<file path="src/rtl/btn_pkg.sv">
// Shared definitions for the button front end.
// Holds the per-channel state encoding and the default timing constants
// for a 50 MHz system clock.
package btn_pkg;

  // Release debounce is a sub-flag of PRESSED, not a separate state.
  typedef enum logic [1:0] {
    ARM        = 2'd0,
    IDLE       = 2'd1,
    PRESS_WAIT = 2'd2,
    PRESSED    = 2'd3
  } chan_state_e;

  localparam int unsigned DB_CYCLES_DEF   = 500000;    // 10 ms at 50 MHz
  localparam int unsigned HOLD_CYCLES_DEF = 50000000;  // 1 s at 50 MHz
  localparam int unsigned CW_DEF          = 26;        // 2^26 > 50e6

endpackage

</file>
<file path="src/rtl/btn_if.sv">
// Button-event interface between the front end (master, producer) and the
// game/score blocks (slave, consumer).
//   p1, p2, kick      : one-cycle press pulses
//   p1_held, p2_held  : long-hold level flags
//   tie               : p1 and p2 pulsed in the same cycle
interface btn_if;
  logic p1;
  logic p2;
  logic kick;
  logic p1_held;
  logic p2_held;
  logic tie;

  modport master (output p1, p2, kick, p1_held, p2_held, tie);
  modport slave  (input  p1, p2, kick, p1_held, p2_held, tie);
endinterface

</file>
<file path="src/rtl/btn_chan.sv">
// One button channel: 2-flop synchronizer, debounce FSM, one-cycle press
// pulse and optional long-hold flag.
//   clk, reset : system clock, synchronous active-high reset
//   raw_i      : asynchronous raw button level
//   pulse_o    : one-cycle pulse per accepted press
//   held_o     : level, press held for HOLD_CYCLES (0 when HAS_HOLD = 0)
//
// state      | meaning
// ARM        | waiting for DB_CYCLES consecutive lows before accepting presses
// IDLE       | released, waiting for a high sample
// PRESS_WAIT | counting consecutive highs toward DB_CYCLES
// PRESSED    | press accepted; rel_q set while debouncing the release
module btn_chan
  import btn_pkg::*;
#(
  parameter int unsigned DB_CYCLES   = DB_CYCLES_DEF,
  parameter int unsigned HOLD_CYCLES = HOLD_CYCLES_DEF,
  parameter int unsigned CW          = CW_DEF,
  parameter bit          HAS_HOLD    = 1'b1
) (
  input  logic clk,
  input  logic reset,
  input  logic raw_i,
  output logic pulse_o,
  output logic held_o
);

  localparam logic [CW-1:0] DB_LAST  = CW'(DB_CYCLES - 1);
  localparam logic [CW-1:0] HOLD_MAX = CW'(HOLD_CYCLES);

  logic          sync1_q, s_q;
  chan_state_e   state_q, state_d;
  logic          rel_q, rel_d;
  logic [CW-1:0] cnt_q, cnt_d;
  logic          pulse_q, pulse_d;

  always_ff @(posedge clk) begin
    if (reset) begin
      sync1_q <= 1'b0;
      s_q     <= 1'b0;
    end else begin
      sync1_q <= raw_i;
      s_q     <= sync1_q;
    end
  end

  always_ff @(posedge clk) begin
    if (reset) begin
      state_q <= ARM;
      rel_q   <= 1'b0;
      cnt_q   <= '0;
      pulse_q <= 1'b0;
    end else begin
      state_q <= state_d;
      rel_q   <= rel_d;
      cnt_q   <= cnt_d;
      pulse_q <= pulse_d;
    end
  end

  always_comb begin
    state_d = state_q;
    rel_d   = rel_q;
    cnt_d   = cnt_q;
    unique case (state_q)
      ARM: begin
        if (s_q) begin
          cnt_d = '0;
        end else if (cnt_q == DB_LAST) begin
          state_d = IDLE;
          cnt_d   = '0;
        end else begin
          cnt_d = cnt_q + 1'b1;
        end
      end
      IDLE: begin
        if (s_q) begin
          state_d = PRESS_WAIT;
          cnt_d   = CW'(1);
        end
      end
      PRESS_WAIT: begin
        if (!s_q) begin
          state_d = IDLE;
          cnt_d   = '0;
        end else if (cnt_q == DB_LAST) begin
          state_d = PRESSED;
          rel_d   = 1'b0;
          cnt_d   = '0;
        end else begin
          cnt_d = cnt_q + 1'b1;
        end
      end
      PRESSED: begin
        if (!rel_q) begin
          if (!s_q) begin
            rel_d = 1'b1;
            cnt_d = CW'(1);
          end
        end else if (s_q) begin
          // bounce during release: back to plain PRESSED, no new pulse
          rel_d = 1'b0;
          cnt_d = '0;
        end else if (cnt_q == DB_LAST) begin
          state_d = IDLE;
          rel_d   = 1'b0;
          cnt_d   = '0;
        end else begin
          cnt_d = cnt_q + 1'b1;
        end
      end
      default: begin
        state_d = ARM;
        rel_d   = 1'b0;
        cnt_d   = '0;
      end
    endcase
  end

  // Pulse fires on the DB_CYCLES-th consecutive high sample, registered so
  // it lines up with the first cycle of PRESSED.
  always_comb begin
    pulse_d = (state_q == PRESS_WAIT) && s_q && (cnt_q == DB_LAST);
  end

  assign pulse_o = pulse_q;

  if (HAS_HOLD) begin : g_hold
    logic [CW-1:0] hold_q, hold_d;

    // Counts from zero on PRESSED entry; clearing whenever the next state is
    // not PRESSED drops held in the same cycle the channel returns to IDLE.
    always_comb begin
      hold_d = '0;
      if (state_q == PRESSED && state_d == PRESSED) begin
        hold_d = hold_q;
        if (s_q && hold_q != HOLD_MAX) hold_d = hold_q + 1'b1;
      end
    end

    always_ff @(posedge clk) begin
      if (reset) hold_q <= '0;
      else       hold_q <= hold_d;
    end

    assign held_o = (hold_q == HOLD_MAX);
  end else begin : g_no_hold
    assign held_o = 1'b0;
  end

endmodule

</file>
<file path="src/rtl/btn_front.sv">
// Push-button front end: three independent debounced channels (p1, p2,
// kick) driving the button-event interface, plus the p1/p2 tie flag.
//   clk, reset                : system clock, synchronous active-high reset
//   p1_raw, p2_raw, kick_raw  : asynchronous raw button levels
//   evt (btn_if.master)       : press pulses, held flags, tie
module btn_front
  import btn_pkg::*;
#(
  parameter int unsigned DB_CYCLES   = DB_CYCLES_DEF,
  parameter int unsigned HOLD_CYCLES = HOLD_CYCLES_DEF,
  parameter int unsigned CW          = CW_DEF
) (
  input  logic  clk,
  input  logic  reset,
  input  logic  p1_raw,
  input  logic  p2_raw,
  input  logic  kick_raw,
  btn_if.master evt
);

  logic p1_pulse, p2_pulse, kick_pulse;
  logic p1_held, p2_held, kick_held_unused;

  btn_chan #(.DB_CYCLES(DB_CYCLES), .HOLD_CYCLES(HOLD_CYCLES), .CW(CW), .HAS_HOLD(1'b1))
    u_p1 (.clk(clk), .reset(reset), .raw_i(p1_raw), .pulse_o(p1_pulse), .held_o(p1_held));

  btn_chan #(.DB_CYCLES(DB_CYCLES), .HOLD_CYCLES(HOLD_CYCLES), .CW(CW), .HAS_HOLD(1'b1))
    u_p2 (.clk(clk), .reset(reset), .raw_i(p2_raw), .pulse_o(p2_pulse), .held_o(p2_held));

  btn_chan #(.DB_CYCLES(DB_CYCLES), .HOLD_CYCLES(HOLD_CYCLES), .CW(CW), .HAS_HOLD(1'b0))
    u_kick (.clk(clk), .reset(reset), .raw_i(kick_raw), .pulse_o(kick_pulse),
            .held_o(kick_held_unused));

  assign evt.p1      = p1_pulse;
  assign evt.p2      = p2_pulse;
  assign evt.kick    = kick_pulse;
  assign evt.p1_held = p1_held;
  assign evt.p2_held = p2_held;
  // Both pulses are still delivered; the game FSM arbitrates.
  assign evt.tie     = p1_pulse & p2_pulse;

endmodule

</file>
<file path="src/flat_wrapper.sv">
// flat-port wrapper written by rule: the top's interface ports become plain ports
module btn_front_flat import btn_pkg::*;
#(
  parameter int unsigned DB_CYCLES   = DB_CYCLES_DEF,
  parameter int unsigned HOLD_CYCLES = HOLD_CYCLES_DEF,
  parameter int unsigned CW          = CW_DEF
)
  (clk, reset, p1_raw, p2_raw, kick_raw, evt_p1, evt_p2, evt_kick, evt_p1_held, evt_p2_held, evt_tie);
  btn_if evt_i ();
  input  logic clk;
  input  logic reset;
  input  logic p1_raw;
  input  logic p2_raw;
  input  logic kick_raw;
  output wire logic [$bits(evt_i.p1)-1:0] evt_p1;
  output wire logic [$bits(evt_i.p2)-1:0] evt_p2;
  output wire logic [$bits(evt_i.kick)-1:0] evt_kick;
  output wire logic [$bits(evt_i.p1_held)-1:0] evt_p1_held;
  output wire logic [$bits(evt_i.p2_held)-1:0] evt_p2_held;
  output wire logic [$bits(evt_i.tie)-1:0] evt_tie;
  assign evt_p1 = evt_i.p1;
  assign evt_p2 = evt_i.p2;
  assign evt_kick = evt_i.kick;
  assign evt_p1_held = evt_i.p1_held;
  assign evt_p2_held = evt_i.p2_held;
  assign evt_tie = evt_i.tie;
  btn_front #(.DB_CYCLES(DB_CYCLES), .HOLD_CYCLES(HOLD_CYCLES), .CW(CW)) u_core (.clk(clk), .reset(reset), .p1_raw(p1_raw), .p2_raw(p2_raw), .kick_raw(kick_raw), .evt(evt_i));
endmodule
</file>
<file path="config.mk">
export PLATFORM = sky130hd
export DESIGN_NAME = btn_front_flat
export DESIGN_NICKNAME = d
export VERILOG_FILES = /design/src/rtl/btn_pkg.sv /design/src/rtl/btn_if.sv /design/src/rtl/btn_chan.sv /design/src/rtl/btn_front.sv /design/src/flat_wrapper.sv
export SDC_FILE = /design/constraint.sdc
export NUM_CORES = 1
export LEC_CHECK = 0
export ABC_AREA = 1
export CAP_MARGIN = 0
export CORE_AREA = 2 2 164 126
export CTS_CLUSTER_DIAMETER = 150
export CTS_CLUSTER_SIZE = 10
export DETAILED_ROUTE_END_ITERATION = 8
export DIE_AREA = 0 0 166 128
export PLACE_DENSITY = 0.68
export SETUP_SLACK_MARGIN = 0.3
export SLEW_MARGIN = 10
export SYNTH_ARGS = -nofsm -noshare
export SYNTH_HDL_FRONTEND = slang
export SYNTH_SLANG_ARGS = --single-unit
export TNS_END_PERCENT = 100
</file>
<file path="constraint.sdc">
create_clock -name clk -period 2.35 [get_ports clk]
set_clock_uncertainty 0.15 [all_clocks]
set_input_delay 0.47 -clock clk [delete_from_list [all_inputs] [get_ports clk]]
set_output_delay 0.47 -clock clk [all_outputs]
set_load 0.02 [all_outputs]
</file>
# Yosys cells after proc, flatten, opt, wreduce, memory -nomap -nowiden
# Cells that the tools add are included.
[totals]
input_bits = 5
wordCells = 148
ff_bits = 148
[op_classes]
n_reduce_logical = 25
bitwise_logic = 3
n_mux = 63
n_eq_ne = 32
add_sub_neg = 5
[ops]
columns = ["cell", "count"]
rows = [
  ["$mux W26", 18],
  ["$pmux W26 S4", 3],
  ["$add A26 B1 Y26 const B", 5],
  ["$eq A26 B19 Y1 const B", 3],
  ["$eq A26 B26 Y1 const B", 2],
  ["$ne A26 B26 Y1 const B", 2],
  ["$mux W2", 18],
  ["$pmux W2 S4", 3],
  ["$ne A2 B2 Y1 const B", 10],
  ["$mux W1", 18],
  ["$eq A2 B2 Y1 const B", 8],
  ["$ne A3 B3 Y1 const B", 4],
  ["$reduce_and A3 Y1", 4],
  ["$logic_and A1 B1 Y1", 10],
  ["$eq A2 B1 Y1 const B", 3],
  ["$logic_not A2 Y1", 3],
  ["$pmux W1 S2", 3],
  ["$reduce_and A2 Y1", 3],
  ["$reduce_bool A2 Y1", 3],
  ["$reduce_or A2 Y1", 2],
  ["$not A1 Y1", 2],
  ["$and A1 B1 Y1", 1],
]

# Logic depth before layout (Yosys ltp)
[depth]
ltp_word = 9
ltp_mapped = 13
ltp_nobuf = 13

# Hierarchy
# A second synthesis with hierarchy kept.
[hier_totals]
hier_cells = 1362
hier_area_um2 = 8967.4
[by_module_without_submodules]
columns = ["module", "area_each_um2", "cells_per_inst", "n_inst"]
rows = [
  ["btn_chan at u_core.u_p2", 3477.1, 522, 1],
  ["btn_chan at u_core.u_p1", 3374.5, 519, 1],
  ["btn_chan at u_core.u_kick", 2108.3, 319, 1],
  ["btn_front", 7.5, 2, 1],
]

# Worst setup path after synthesis
# No wires, ideal clock.
[synth_path]
path_type = "reg2out"
from = "register u_core.u_p2.g_hold.hold_q[0]"
to = "output port evt_p2_held"
t_arrival_ps = 1201
path_stages_with_launch = 7
setup_slack_ps = 529
path_cell_list = "dfxtp_1 inv_1 ha_1 nand2_1 nor3_1 nand3_1 nor2_1"
[synth_via]
elab_chain_len = 1
[synth_rtl]
columns = ["item", "line_no", "text"]
rows = [
  ["start: declaration", "btn_chan.sv:129", "logic [CW-1:0] hold_q, hold_d;"],
  ["start signal: assignment", "btn_chan.sv:143", "else hold_q <= hold_d;"],
  ["$eq A26 B26 Y1", "btn_chan.sv:146", "assign held_o = (hold_q == HOLD_MAX);"],
  ["end: declaration", "flat_wrapper.sv:19", "output wire logic [$bits(evt_i.p2_held)-1:0] evt_p2_held;"],
]
# No other way between the ends.

# Worst setup path after layout
[layout_path]
from = "register u_core.u_p2.g_hold.hold_q[6]"
to = "output port evt_p2_held"
# Same word-level chain as after synthesis.

==> reports/metrics.cfg <==
[route]
post-route-drc-count = 0
drt_iter0_drc = 754
detail_route.vias_per_cell = 5.24
postRouteWirelength_um = 23200
drt.antenna.violating_nets = 0
drt_first_pass_iters = 5
vias = 8749
routedWlPerCell_um = 13.9

[sta]
finalSetupViolCount = 0
maxSlewHeadroom_pct = 53.6
post-route-period-util_pct = 97.2
fmaxAchievable_mhz = 438
hold_viol = 0
rsz0062_at_grt = yes
final_setup_slack_of_the_worst_path_ns = 0.0653
finalCriticalPeriod_ns = 2.28
maxSlewViolCount = 0
worst-slew-pin-transition_ns = 0.689

[global_routing]
first_pass_grt_wire_length_um = 37100
met2_usage_pct = 30.5
grt.overflow.total = 0
grt_antenna_before_repair = 0
global_route.usage.met1_pct = 30.8
gr-usage-met3_pct = 4.51
grt_max_degree = 27
busiest_layer = met1
groute.usage.overall_pct = 20.8
vias_in_the_first_global_route = 7646

[place]
final_weighted_congestion_in_routability_driven_placement = 0.923
io_buffer_count = 10
post-dp-hpwl_um = 15000
placement.setup.worst_slack_ns = -0.295

[clock_tree]
path_clk_slew_ns = 0.06
cts_tree = done
cts_max_path_buffers = 2
clock_latency_ns = 0.43
htree_levels = 4
cts_buffers = 17
cts.sink_count = 148
clock_tree.root_cell = sky130_fd_sc_hd__clkbuf_16

[power_and_ir_drop]
clock_power_share_pct = 50.9
netSwitchingFraction_pct = 23.0
net_switching_power_of_the_design_mw = 1.37
internal-power_mw = 4.57
power_per_cell_area_mw_per_mm2 = 536
leakage_nw = 4.11
pwr-share-comb_pct = 6.0
sequentialPowerShare_pct = 43.1
vdd.ir_drop.worst_v = 0.000461

[die]
start_util_pct = 44.0
die_w_um = 166
die_h_um = 128
core_region_area_mm2 = 0.0198
number_of_i_o_pins = 11
die-area_mm2 = 0.0212
std_cell_rows = 45

[yosys]
netlist_area_mm2 = 0.00870
synth_edf_count = 0
synth_nets = 1325
postSynthCellCount = 1308
synth_area_per_cell_um2 = 6.65
ys.warnings.count = 0
asyncSetResetFlopFracSynth_pct = 0
seq_area_frac_synth_pct = 34.0
ys_seq_elements = 148
synth_flop_cell = sky130_fd_sc_hd__dfxtp_1
yosysUniqueCellTypes = 47

[setup_path]
critical-path-top-delay-family = simple AND/OR/NAND/NOR gates
type_of_origin_of_the_critical_path = register
crit_chain = inv_2 > nand4_1 > nor3_2 > nand3_1 > nor2_1 > buf_4
required_time_of_the_worst_setup_path_ns = 1.73
cp_slowest_cell = sky130_fd_sc_hd__dfxtp_2
cp.buffers_inverters = 2
worstSetupEndpointType = primary output
worst-r2r-setup-slack_ns = 0.09
path_max_fanout = 2
maximum_cell_stage_delay_along_the_critical_path_ns = 0.33
worstPathArrival_ns = 1.66
worstSetupPathType = register to primary output

[finish]
antenna_cell_count = 0
final_core_util_pct = 56.0
drive_above_1_share_pct = 23.2
seqCellArea_mm2 = 0.00300
area_growth_syn_to_layout_pct = 27.2
multi_input_comb_area_mm2 = 0.00556
nets = 1416
num-fill-cells = 1787

[flow_run]
max_cap_violations = 0

[min_path]
timing.hold.worst.class = register to register

[status]
outcome = finished, final reports clean

==> worst paths after layout <==
path / cells past startpoint / start / end
max: 6 / u_core.u_p2.g_hold.hold_q[6] / evt_p2_held
min: 2 / u_core.u_p1.sync1_q / u_core.u_p1.s_q
max reg2reg: 12 / u_core.u_p2.g_hold.hold_q[6] / u_core.u_p2.g_hold.hold_q[14]
min reg2reg: 2 / u_core.u_p1.sync1_q / u_core.u_p1.s_q
==> power groups by stage <==
stage,combinational (mW),clock [mW],sequential [mW]
4_1_cts,0.290,3.09,2.55
6_report,0.358,3.02,2.56
2_1_floorplan,0.216,0,2.60
3_5_place_dp,0.279,0,2.61
5_1_grt,0.395,3.20,2.56
3_3_place_gp,0.275,0,2.61
==> stage by stage <==
step	hold slack (ns)	std cells	power (mW)	TNS [ns]	area (um2)
5_1_grt	0.261	1670	6.15	0	11100
6_report	0.249	1670	5.94	0	11100
2_1_floorplan	0.238	1308	2.82	0	8700
3_3_place_gp	0.246	1590	2.88	-5.64	9290
3_5_place_dp	0.247	1590	2.89	-7.21	9290
4_1_cts	0.262	1650	5.93	0	10300
==> cell usage after synthesis, drive strengths merged, types with 5 or more instances <==
cell type,instances,area share (%)
a31oi,5,0.36
ha,12,1.7
xor2,46,4.6
xnor2,14,1.4
buf,23,1.8
nand2,342,15
nor2,176,7.9
nand3,89,5.5
dfxtp,148,34
a21oi,89,6.2
inv,165,7.1
nor3b,10,0.98
nor3,76,5.1
o21ai,40,2.5
nand4,29,2.1
nor4,11,0.79
==> sequential cells by signal, summed over array words and instances (netlist names) <==
name	flops
u_core.u_p1.state_q	2
u_core.u_kick.cnt_q	26
u_core.u_kick.state_q	2
u_core.u_p1.sync1_q	1
u_core.u_p2.state_q	2
u_core.u_p2.rel_q	1
u_core.u_p2.g_hold.hold_q	26
u_core.u_p1.g_hold.hold_q	26
u_core.u_p1.rel_q	1
u_core.u_p2.cnt_q	26
u_core.u_p2.sync1_q	1
u_core.u_p1.pulse_o	1
u_core.u_p2.pulse_o	1
u_core.u_kick.pulse_o	1
u_core.u_kick.sync1_q	1
u_core.u_p1.cnt_q	26
u_core.u_p2.s_q	1
u_core.u_kick.s_q	1
u_core.u_kick.rel_q	1
u_core.u_p1.s_q	1
==> metal layers <==
metal	part of all wire, %	up-vias
met5	0	-
met4	1.5	0
met3	7.1	33
met2	42	271
met1	49	4030
li1	-	4415
==> cells in the final DEF (no fill, tap or decap), drive strengths merged <==
cell type / synthesis / routed
a211oi: 4 / 4
a21boi: 1 / 1
a21o: 1 / 1
a21oi: 89 / 90
a31o: 1 / 1
a31oi: 5 / 5
and2: 4 / 4
buf: 23 / 85
bufinv: 0 / 5
clkbuf: 4 / 21
clkdlybuf4s50: 0 / 7
clkinv: 1 / 5
clkinvlp: 0 / 3
dfxtp: 148 / 148
dlygate4sd2: 0 / 1
ha: 12 / 12
inv: 165 / 167
mux2i: 1 / 1
nand2: 342 / 342
nand3: 89 / 90
nand3b: 4 / 4
nand4: 29 / 29
nor2: 176 / 177
nor3: 76 / 76
nor3b: 10 / 10
nor4: 11 / 11
o211ai: 4 / 4
o21a: 3 / 3
o21ai: 40 / 40
o21bai: 1 / 1
o22ai: 2 / 2
or2: 2 / 2
xnor2: 14 / 14
xor2: 46 / 46
==> final cells by class <==
class	instances	share of cell area, %
Timing Repair Buffer	95	8.06
Timing Repair inverter	1	0.0565
Clock buffer	19	4.00
Inverter	166	5.77
Tap cell	258	2.92
Sequential cell	148	27.1
Multi-Input combinational cell	970	50.2
Clock inverter	13	1.85
==> cells by family (layout without fill, tap and decap cells) <==
kind of cell | Yosys count | after routing | synth area share, %
adder cells (fa/ha/maj) | 12 | 12 | 1.73
AO/OA/AOI/OAI | 151 | 152 | 10.6
multiplexers | 1 | 1 | 0.115
AND/OR/NAND/NOR | 743 | 745 | 38.4
XOR/XNOR | 60 | 60 | 6.04
buffers and inverters | 193 | 294 | 9.10
flip-flops | 148 | 148 | 34.0
==> worst register-to-register path, stage by stage, from the launching register on <==
cell	delay, ns
sky130_fd_sc_hd__dfxtp_2	0.33
sky130_fd_sc_hd__inv_2	0.06
sky130_fd_sc_hd__nand4_1	0.11
sky130_fd_sc_hd__nor3_2	0.20
sky130_fd_sc_hd__nand3_1	0.19
sky130_fd_sc_hd__buf_4	0.18
sky130_fd_sc_hd__buf_6	0.10
sky130_fd_sc_hd__buf_6	0.11
sky130_fd_sc_hd__o21ai_4	0.24
sky130_fd_sc_hd__buf_12	0.18
sky130_fd_sc_hd__clkbuf_16	0.19
sky130_fd_sc_hd__nand2_4	0.05
sky130_fd_sc_hd__a21oi_2	0.11
==> repair_timing <==
action | 4_1_cts | 5_1_grt
setup buffers | 26 | 15
pin swaps | 14 | 51
cloned | 2 | 5
hold buffers | 0 | 0
gates resized for setup | 57 | 152
endpoints found under the setup margin | 96 | 120
(Power assumes the default switching activity.)
